**src/rtl/general_counter_pkg.sv**
```systemverilog
// Shared constants and helpers for the general counter family.
// Default geometry plus the effective-modulus rule used by every digit stage.
package general_counter_pkg;

  localparam int DEF_STAGES = 4;
  localparam int DEF_WIDTH  = 4;
  localparam int DEF_MOD    = 10;

  // A raw modulus of 0 or 1 both mean "single-state digit".
  function automatic logic [31:0] eff_mod(input logic [31:0] m);
    return (m < 32'd2) ? 32'd1 : m;
  endfunction

endpackage

```
**src/rtl/modulo_stage.sv**
```systemverilog
// One digit of the cascaded counter: programmable modulus, up/down step,
// clamped parallel load, and a terminal flag for the carry chain.
module modulo_stage
  import general_counter_pkg::*;
#(
  parameter int WIDTH = DEF_WIDTH
) (
  input  logic             clk,
  input  logic             rst,
  input  logic             load,
  input  logic [WIDTH-1:0] load_val,
  input  logic [WIDTH-1:0] mod,
  input  logic             step,
  input  logic             up,
  output logic [WIDTH-1:0] value,
  output logic             term
);

  logic [WIDTH-1:0] top_val;
  logic [WIDTH-1:0] next_value;

  assign top_val = WIDTH'(eff_mod(32'(mod)) - 32'd1);

  // Using >= when counting up lets a value stranded above a shrunk modulus wrap out.
  assign term = up ? (value >= top_val) : (value == '0);

  always_comb begin
    next_value = value;
    if (load) begin
      next_value = (load_val > top_val) ? top_val : load_val;
    end else if (step) begin
      if (up) begin
        next_value = term ? '0 : value + WIDTH'(1);
      end else begin
        next_value = ((value == '0) || (value > top_val)) ? top_val : value - WIDTH'(1);
      end
    end
  end

  always_ff @(posedge clk) begin
    if (rst) value <= '0;
    else     value <= next_value;
  end

endmodule

```
**src/rtl/cascaded_modulo_counter.sv**
```systemverilog
// Mixed-radix counter built from STAGES modulo_stage digits with a ripple
// carry chain, combinational carry-out and a registered full-wrap pulse.
module cascaded_modulo_counter
  import general_counter_pkg::*;
#(
  parameter int STAGES = DEF_STAGES,
  parameter int WIDTH  = DEF_WIDTH
) (
  input  logic                    clk,
  input  logic                    rst,
  input  logic                    en,
  input  logic                    up,
  input  logic                    load,
  input  logic [STAGES*WIDTH-1:0] load_val,
  input  logic [STAGES*WIDTH-1:0] mod,
  output logic [STAGES*WIDTH-1:0] q,
  output logic                    carry,
  output logic                    wrap
);

  logic [STAGES:0]   chain;
  logic [STAGES-1:0] term;

  assign chain[0] = en;

  // chain[i] is the step enable of stage i: en and every lower digit terminal.
  for (genvar i = 0; i < STAGES; i++) begin : g_stage
    modulo_stage #(
      .WIDTH(WIDTH)
    ) u_stage (
      .clk     (clk),
      .rst     (rst),
      .load    (load),
      .load_val(load_val[i*WIDTH +: WIDTH]),
      .mod     (mod[i*WIDTH +: WIDTH]),
      .step    (chain[i]),
      .up      (up),
      .value   (q[i*WIDTH +: WIDTH]),
      .term    (term[i])
    );
    assign chain[i+1] = chain[i] & term[i];
  end

  assign carry = chain[STAGES];

  // A load suppresses stepping, so it can never coincide with a real wrap.
  always_ff @(posedge clk) begin
    if (rst)       wrap <= 1'b0;
    else if (load) wrap <= 1'b0;
    else           wrap <= carry;
  end

endmodule

```
**config.mk**
```make
export PLATFORM = sky130hd
export DESIGN_NAME = cascaded_modulo_counter
export DESIGN_NICKNAME = d
export VERILOG_FILES = /design/src/rtl/general_counter_pkg.sv /design/src/rtl/modulo_stage.sv /design/src/rtl/cascaded_modulo_counter.sv
export SDC_FILE = /design/constraint.sdc
export NUM_CORES = 1
export LEC_CHECK = 0
export CAP_MARGIN = 5
export CORE_MARGIN = 2
export CORE_UTILIZATION = 39
export CTS_BUF_LIST = sky130_fd_sc_hd__clkbuf_2
export DETAILED_ROUTE_END_ITERATION = 6
export PLACE_DENSITY_LB_ADDON = 0.1
export SYNTH_ARGS = -nofsm -noshare
export SYNTH_HDL_FRONTEND = slang
export SYNTH_HIERARCHICAL = 1
export SYNTH_SLANG_ARGS = --single-unit
```
**constraint.sdc**
```tcl
create_clock -name clk -period 6.6 [get_ports clk]
set_input_delay 0.99 -clock clk [delete_from_list [all_inputs] [get_ports clk]]
set_output_delay 0.99 -clock clk [all_outputs]
set_load 0.01 [all_outputs]
```
; ---- After elaboration in Yosys (flattened, before gate mapping)
; Index checks and enable logic that the tools add are counted.
[classes]
n_eq_ne = 0
addsub = 12
order_cmp = 16
n_shift = 0
bitwise_logic = 4
multipliers = 0
div = 0
n_reduce_logical = 13
mux = 32
[op_table]
columns = operator, count
row1 = 4-bit two-way mux, 28
row2 = 4-bit greater-than comparator, 8
row3 = 4-bit by 1-bit subtractor with 4-bit output (second input constant), 8
row4 = 4-bit by 1-bit adder with 4-bit output (second input constant), 4
row5 = 4-bit greater-or-equal comparator, 4
row6 = 4-bit zero test, 4
row7 = 4-bit by 2-bit less-than comparator with 1-bit output (second input constant), 4
row8 = 2-bit nonzero test, 4
row9 = 1-bit AND, 4
row10 = 1-bit logical OR, 4
row11 = 1-bit two-way mux, 4
row12 = 2-bit OR reduction, 1
[word_totals]
n_memories = 0
ramBits = 0
ff_bits = 17
latch_bits = 0
word_cells = 82
romBits = 0
inputBits = 37

; ---- Logic depth before layout (Yosys ltp)
; Gate-level depths: netlist (run 1).
[logic_depth]
ltp_word = 10
depth_mapped = 13
mapped_depth_nobuf = 12

; ---- Modules after synthesis
; Netlist (run 1), hierarchy kept.
[modules_own_cells]
columns = module, instances, area_each_um2, cells_each
row1 = modulo_stage, 4, 803.3, 107
row2 = cascaded_modulo_counter, 1, 63.8, 7

; ---- Worst setup path before layout (run 1)
; OpenSTA, ideal clock, no wires.
[synth_path]
kind = in2out
start = input mod[7]
end = output carry
arrival_time_ns = 2.795
path_buffers = 1
path_stages = 10
path_slack_ns = 2.815
path_cell_list = buf_6 > nor2_1 > nor2_1 > a21oi_1 > ha_1 > a21o_1 > a31oi_1 > mux2i_1 > and4_4 > and2_2
[synth_via]
elab_chain_cells = 8
[synth_lines]
columns = element, line_no
row1 = from (decl), cascaded_modulo_counter.sv:15  ; input logic [STAGES*WIDTH-1:0] mod,
row2 = 4-bit by 2-bit less-than comparator with 1-bit output, general_counter_pkg.sv:11  ; return (m < 32'd2) ? 32'd1 : m;
row3 = 4-bit two-way mux *, general_counter_pkg.sv:11
row4 = 4-bit by 1-bit subtractor with 4-bit output *, modulo_stage.sv:22  ; assign top_val = WIDTH'(eff_mod(32'(mod)) - 32'd1);
row5 = 4-bit greater-or-equal comparator *, modulo_stage.sv:25  ; assign term = up ? (value >= top_val) : (value == '0);
row6 = 1-bit two-way mux *, modulo_stage.sv:25
row7 = named net term[1], cascaded_modulo_counter.sv:22  ; logic [STAGES-1:0] term;
row8 = 1-bit AND * (2 in series), cascaded_modulo_counter.sv:41  ; assign chain[i+1] = chain[i] & term[i];
row9 = named net chain[3], cascaded_modulo_counter.sv:21  ; logic [STAGES:0] chain;
row10 = 1-bit AND *, cascaded_modulo_counter.sv:41
row11 = to (decl), cascaded_modulo_counter.sv:17  ; output logic carry,
; Mark *: on every way through the listed nets, which the timed path passes. The rest lies on a longest branch.

; ---- Worst setup path in the final report (run 1)
[layout_path]
start = input mod[4]
end = output carry
; Same word-level chain as after synthesis.

==> out/results.ini, run 1 <==
[timing]
tns_ns=0
slew_headroom_pct=42.12
fin_ws_ns=1.405
fin_crit_sh_pct=78.71
finalHoldViolations=0
worst_pin_slew_ns=0.8681
setup_viol=0
period_needed_ns=5.195
clock.fmax_mhz=192.5
slew_viol_final=0
skew_ns=0.01391
rsz0062_at_grt=no

[floorplan]
boundaryPins=55
rows=33
fp.coreArea_mm2=0.008175
die_w_um=95.67
initial_core_util_pct=40.08
dieArea_mm2=0.009152
dieHeight_um=95.67

[critical_path]
worstSetupStartpointType=input port
regToRegSetupSlack_ns=3.80
crit_path_end=carry
startpoint=mod[4]
crit_required_ns=5.61
critPathKind=in -> out
critPathMaxFanout=7
rr_startpoint=g_stage[2].u_stage/value[1]
end_kind=primary output
worst_ep_arrival_time_ns=4.20
r2r-end=g_stage[2].u_stage/value[3]
r2r_cells=8

[cells_and_area]
drive_gt1_share_pct=8.936
area_growth_pct=14.62
fin_nets=532
final_area_mm2=0.003756
antenna_cells=0

[placed_design]
place_area_mm2=0.003736
finalWeightedCongestion=0.8305
portBuffers=54
hpwl_mm=6.565
place_ws_ns=1.439

[global_routing]
grt_max_degree=53
antenna_found_initial=0
grt.overflow.total=0
track_usage_pct=18.56
grt_pass1_wl_mm=14.05
grt_pass1_vias=2974

[yosys]
synth_edf_count=0
synth_cell_types=47
syn_nets=496
ys.flop_type=dfxtp_1
syn_area_per_cell_um2=7.533
synthArstFlopShare_pct=0
yosysSeqAreaShare_pct=10.39
synth_seq_cells=17
synthesis.area_mm2=0.003277
yosys_warnings=6
syn_inst=435

[routing]
drt_iter0_drc=117
drt_first_pass_iters=5
dr_total_vias=3532
drc_errors=0
drtAntennaViolNets=0
wirelength_mm=8.736
wire_per_inst_um=15.19
vias_per_cell=6.143

[clock_network]
cts_buffers=3
cts_tree=yes
cts-root-buf=clkbuf_2
cts.sinks=17
htree_levels=1
cts.repair.resized=0
cts.reportedPaths.clkPinSlew_ns=0.19
cts.hold.buffers_added=0
clock_latency_ns=0.30
postCtsSetupBuffers=0
clockBufferDepth=2

[run_status]
status=completed

[pwr]
power_density_mw_per_mm2=149.1
power_leakage_uw=0.001530
ir_drop_v=0.00005706

[worst_hold_path]
hp-class=reg -> reg

[job]
cap_violations=0

-- Yosys cell counts (12+ instances only) --
master	instances	area share, %
inv_1	24	2.7
nand3_1	20	3.1
nor3_1	40	6.1
nor2_1	29	3.3
a211o_1	12	3.2
a21oi_1	12	1.8
mux2i_1	16	4.9
buf_6	16	5.5
o21ai_0	20	3.1
ha_1	24	9.2
nand2_1	20	2.3
a31oi_1	32	6.1
dfxtp_1	17	10
-- critical path: stages --
cell,delay [ns]
clkdlybuf4s50_1,0.56
or2_1,0.21
nor2_1,0.07
a21oi_1,0.35
ha_1,0.35
a21o_1,0.17
a31oi_1,0.37
mux2i_1,0.19
and4_4,0.27
and2_2,0.19
clkdlybuf4s50_1,0.47
-- cells by family after synthesis --
| group | count (synthesis) | synth area share [%] |
|---|---|---|
| compound gates | 160 | 37.42 |
| simple gates | 154 | 24.40 |
| buf+inv | 48 | 9.316 |
| fa+ha+maj | 28 | 10.39 |
| flops | 17 | 10.39 |
| mux | 16 | 4.887 |
| xor+xnor | 12 | 3.207 |
-- state kept, by name, indices dropped and copies added, names as in the netlist --
signal                 cells
g_stage.u_stage/value     16
wrap                       1
-- power by group --
group / total, uW / internal (uW) / switching [uW]
Clock: 49.4 / 13.7 / 35.6
Combinational: 366 / 173 / 193
Sequential: 145 / 114 / 30.8
Total: 560 / 301 / 259
-- cell type report --
cell class | instances | area [um2]
clock inverters | 1 | 5.005
well taps | 105 | 131.4
inverters | 24 | 90.09
clock buffers | 3 | 15.01
multi-input cells | 370 | 2631
flip-flops and latches | 17 | 340.3
fillers | 853 | 4419
repair buffers | 55 | 543.0
-- layer usage --
layer / global-route usage [%] / share of wire [%]
met1: 27.00 / 49
met2: 30.30 / 47
met3: 0.8696 / 3.3
met4: 3.810 / 0.54
met5: 0 / 0
-- worst min path at each step --
stage,start,to,slack (ns),depth (start not counted)
after floorplan,g_stage[2].u_stage/value[2],g_stage[2].u_stage/value[2],0.74,3
after global placement,g_stage[0].u_stage/value[2],g_stage[0].u_stage/value[2],0.77,3
after detailed placement,g_stage[0].u_stage/value[2],g_stage[0].u_stage/value[2],0.77,3
after CTS,g_stage[0].u_stage/value[2],g_stage[0].u_stage/value[2],0.80,3
after global routing,g_stage[1].u_stage/value[2],g_stage[1].u_stage/value[2],0.86,3
final,g_stage[0].u_stage/value[2],g_stage[0].u_stage/value[2],0.79,3
-- layout by cell type (no fill, tap or decap), drive strengths merged, types with 8 or more instances in the layout --
master          n
a21oi          12
a31oi          32
o211ai          8
nand3          20
clkdlybuf4s50  53
a211o          16
ha             24
xnor2           8
a21o            8
nand2          20
nor3           40
mux2i          16
nor2           29
a2bb2oi         8
nor2b           8
o21ai          20
or2             8
nand3b          8
dfxtp          17
o21bai          8
inv            24
-- through the flow --
stage | util, % | cells | power (uW) | hold slack [ns]
global route | 45.94 | 575 | 607.9 | 0.8573
global placement | 45.70 | 571 | 506.4 | 0.7662
finish | 45.94 | 575 | 560.0 | 0.7859
floorplan | - | 435 | 411.2 | 0.7426
CTS | 45.94 | 575 | 562.1 | 0.7984
detailed placement | 45.70 | 571 | 509.4 | 0.7744
(Power assumes the default switching activity.)
==> inputs of run 2 (changes only) <==
clock period = 5.2 ns   (was 6.6 ns; I/O delays follow)
==> out/results.ini, run 2 (synthesis gave the netlist of run 1 again) <==
[run_status]
status=completed

[cells_and_area]
antenna_cells=0
drive_gt1_share_pct=11.20
largest_register_ff_count=16
reg_top3=g_stage.u_stage/value (16), wrap (1)
nFillCells=834
layout_common_cells=clkdlybuf4s50_1, nor3_1, a31oi_1, nor2_1
fin_nets=544
layout_commonest_cell=clkdlybuf4s50_1
area_growth_pct=17.37
largest_register=g_stage.u_stage/value

[routing]
met2WireLength_mm=4.006
wirelength_mm=8.621
highest_layer=met4
vias_per_cell=6.126
drt_iter0_drc=103
wire_per_inst_um=14.69
dr_total_vias=3596
drt_first_pass_iters=4
drtAntennaViolNets=0
met1_length_mm=4.129
wl_met3_um=423
drc_errors=0

[global_routing]
grt_pass1_wl_mm=14.10
grt.overflow.total=0
grt_max_degree=53
grt_pass1_vias=3055
track_usage_pct=18.51
antenna_found_initial=0

[critical_path]
critPathKind=in -> out
path_buf_inv=3
worst_path_most_repeated_cell=clkdlybuf4s50_1
critPathMaxFanout=7
critPathSlowestCell=clkdlybuf4s50_1
worst_ep_arrival_time_ns=3.82
worstSetupStartpointType=input port
crit_required_ns=4.42
rr_startpoint=g_stage[2].u_stage/value[1]
r2r_cells=8
end_kind=primary output
path_cells=clkdlybuf4s50_1 > or2_1 > nor2_1 > a21oi_1 > ha_1 > a21o_1 > a31oi_1 > buf_4 > mux2i_1 > and4_4 > and2_2 > clkdlybuf4s50_1
regToRegSetupSlack_ns=2.38
crit_family=buffers and inverters
max_stage_delay_ns=0.56
r2r-end=g_stage[2].u_stage/value[3]

[clock_network]
cts.reportedPaths.clkPinSlew_ns=0.17
htree_levels=1
clock_latency_ns=0.29
postCtsSetupBuffers=0
cts_buffers=3
cts.sinks=17
cts.hold.buffers_added=0
cts-root-buf=clkbuf_2
clockBufferDepth=2
cts_tree=yes
cts.repair.resized=0

[timing]
slew_headroom_pct=42.49
finalHoldViolations=0
tns_ns=0
period_needed_ns=4.599
worst_pin_slew_ns=0.8627
rsz0062_at_grt=no
skew_ns=0.0008833
setup_viol=0
clock.fmax_mhz=217.4
slew_viol_final=0
fin_crit_sh_pct=88.44

[floorplan]
dieHeight_um=95.67
fp.coreArea_mm2=0.008175
rows=33
boundaryPins=55
die_w_um=95.67
initial_core_util_pct=40.08
dieArea_mm2=0.009152

[pwr]
power_density_mw_per_mm2=189.4
power_leakage_uw=0.001587
ir_drop_v=0.00007904
power_uw=728.4

[worst_hold_path]
hp-class=reg -> reg
holdPathStages=3
hold_end=g_stage[0].u_stage/value[2]
holdCritStartpoint=g_stage[0].u_stage/value[2]

[placed_design]
hpwl_mm=6.493
portBuffers=54
finalWeightedCongestion=0.8728

[job]
cap_violations=0

run 2: final cells by class:
cell class / count / area [um2] / share of cell area (%)
Sequential cell: 17 / 340.3 / 8.848
Timing Repair Buffer: 67 / 633.1 / 16.46
Clock buffer: 4 / 20.02 / 0.5205
Multi-Input combinational cell: 370 / 2631 / 68.41
Tap cell: 105 / 131.4 / 3.416
Inverter: 24 / 90.09 / 2.342
run 2: power by group:
group	leakage, uW	internal, uW	switching, uW
logic	0.00143	234	246
clock network	0.0000166	20.4	43.8
registers	0.000141	145	39.4
total	0.00159	399	330
run 2: worst min-delay path: stages, from the launching register on:
cell	delay [ns]
dfxtp_1	0.41
nor3_1	0.20
a211o_1	0.12
a31oi_1	0.03
run 2: worst max-delay path by stage:
stage	start	end	slack (ns)	cells after the start
2_1_floorplan	mod[15]	g_stage[3].u_stage/value[3]	1.83	12
3_5_place_dp	mod[5]	carry	0.60	12
4_1_cts	mod[5]	carry	0.59	12
6_report	mod[5]	carry	0.60	12
5_1_grt	mod[1]	carry	0.37	12
3_3_place_gp	mod[9]	carry	0.70	12
run 2: layer usage:
layer,up-vias,global-route usage (%)
li1,1807,-
met1,1678,26.75
met2,107,30.24
met3,4,0.8696
met4,0,4.167
met5,-,0
run 2: stage by stage:
stage               worst slack [ns]  hold slack [ns]  utilization (%)  instance area [um2]  cells
floorplan                      1.832           0.7426                -                 3277    435
global placement              0.6977           0.7677            46.80                 3826    583
detailed placement            0.5974           0.7684            46.80                 3826    583
CTS                           0.5932           0.7907            47.05                 3846    587
global route                  0.3714           0.8351            47.05                 3846    587
finish                        0.6009           0.7758            47.05                 3846    587
==> inputs of run 3 (changes only) <==
RECOVER_POWER = 100   (was default)
==> out/results.ini, run 3 (synthesis gave the netlist of run 1 again) <==
[run_status]
status=completed

[job]
cap_violations=0

[placed_design]
finalWeightedCongestion=0.8728
hpwl_mm=6.493
portBuffers=54
place_area_mm2=0.003826
place_ws_ns=0.5974

[floorplan]
rows=33
initial_core_util_pct=40.08
boundaryPins=55
fp.coreArea_mm2=0.008175
dieHeight_um=95.67
die_w_um=95.67
dieArea_mm2=0.009152

[critical_path]
critPathMaxFanout=7
crit_family=buffers and inverters
path_buf_inv=3
max_stage_delay_ns=0.63
crit_required_ns=4.42
path_cells=dlygate4sd3_1 > or2_0 > nor2_1 > a21oi_1 > ha_1 > a21o_1 > a31oi_1 > buf_4 > mux2i_1 > and4_4 > and2_2 > clkdlybuf4s50_1
worstSetupStartpointType=input port
end_kind=primary output
critPathSlowestCell=dlygate4sd3_1
critPathKind=in -> out
worst_ep_arrival_time_ns=3.95

[clock_network]
cts.sinks=17
cts.hold.buffers_added=0
cts.reportedPaths.clkPinSlew_ns=0.17
cts.repair.resized=0
cts-root-buf=clkbuf_2
cts_buffers=3
clockBufferDepth=2
postCtsSetupBuffers=0
cts_tree=yes
htree_levels=1
clock_latency_ns=0.29

[timing]
rsz0062_at_grt=no
finalHoldViolations=0
worst_pin_slew_ns=0.8684
setup_viol=0
clock.fmax_mhz=211.2
fin_ws_ns=0.4650
slew_viol_final=0
skew_ns=0.003172
slew_headroom_pct=42.10
fin_crit_sh_pct=91.06
period_needed_ns=4.735
hold_ws_ns=0.7750
tns_ns=0

[global_routing]
grt.overflow.total=0
grt_pass1_vias=3055
track_usage_pct=18.51
grt_pass1_wl_mm=14.10
antenna_found_initial=0
grt_max_degree=53

[cells_and_area]
fin_nets=544
largest_register=g_stage.u_stage/value
layout_commonest_cell=nor3_1
area_growth_pct=17.11
antenna_cells=0
reg_top3=g_stage.u_stage/value (16), wrap (1)
final_core_util_pct=46.94
drive_gt1_share_pct=10.58
largest_register_ff_count=16
final_area_mm2=0.003837
nFillCells=835
layout_common_cells=nor3_1, clkdlybuf4s50_1, a31oi_1, nor2_1

[routing]
wire_per_inst_um=14.74
drt_iter0_drc=106
dr_total_vias=3590
vias_per_cell=6.116
drc_errors=0
drtAntennaViolNets=0
wirelength_mm=8.655
drt_first_pass_iters=5

[pwr]
ir_drop_v=0.00007801
power_density_mw_per_mm2=187.8
power_leakage_uw=0.001619

[worst_hold_path]
hp-class=reg -> reg

## run 3: cell types whose count changed in the layout (fill, tap and decap cells not counted)
cell / delta
a2111oi_0: +1
a2111oi_2: -1
and2_0: +1
and2_2: -1
and3_1: +1
and3_2: -1
clkdlybuf4s50_1: -19
dlygate4sd3_1: +19
or2_0: +3
or2_1: -3
## run 3: worst paths after layout
check	startpoint	end	slack [ns]	depth (start not counted)
max reg2reg	g_stage[0].u_stage/value[1]	g_stage[0].u_stage/value[3]	2.35	8
min	g_stage[0].u_stage/value[2]	g_stage[0].u_stage/value[2]	0.77	3
min reg2reg	g_stage[0].u_stage/value[2]	g_stage[0].u_stage/value[2]	0.77	3
max	mod[1]	carry	0.47	12
## run 3: per-stage QoR
stage,std cells,total power (uW)
6_report,587,720.5
2_1_floorplan,435,521.9
3_3_place_gp,583,658.2
4_1_cts,587,730.2
3_5_place_dp,583,661.7
5_1_grt,587,780.4
## run 3: cell type report
| class | count | area [um2] | share of cell area (%) |
|---|---|---|---|
| clock buffer | 4 | 20.02 | 0.5217 |
| inverter | 24 | 90.09 | 2.348 |
| multi-input combinational | 370 | 2623 | 68.34 |
| sequential | 17 | 340.3 | 8.869 |
| tap | 105 | 131.4 | 3.424 |
| timing repair buffer | 67 | 633.1 | 16.50 |
## run 3: per-layer routing
metal,track usage (%),part of all wire (%)
met5,0,0
met4,4.167,0.70
met3,0.8696,3.8
met2,30.24,46
met1,26.75,49
## run 3: power by group
part	total, uW	leakage, uW	switching [uW]	internal, uW
Clock	63.7	0.0000166	43.3	20.4
Combinational	473	0.00146	246	227
Sequential	184	0.000141	39.0	145
## run 3: worst register-to-register path: stages (launching register included)
cell	delay [ns]
dfxtp_1	0.53
ha_1	0.32
nor2_1	0.23
a311oi_1	0.08
or4_1	0.49
o311a_1	0.16
a21o_1	0.20
a221o_1	0.34
a2111oi_0	0.38
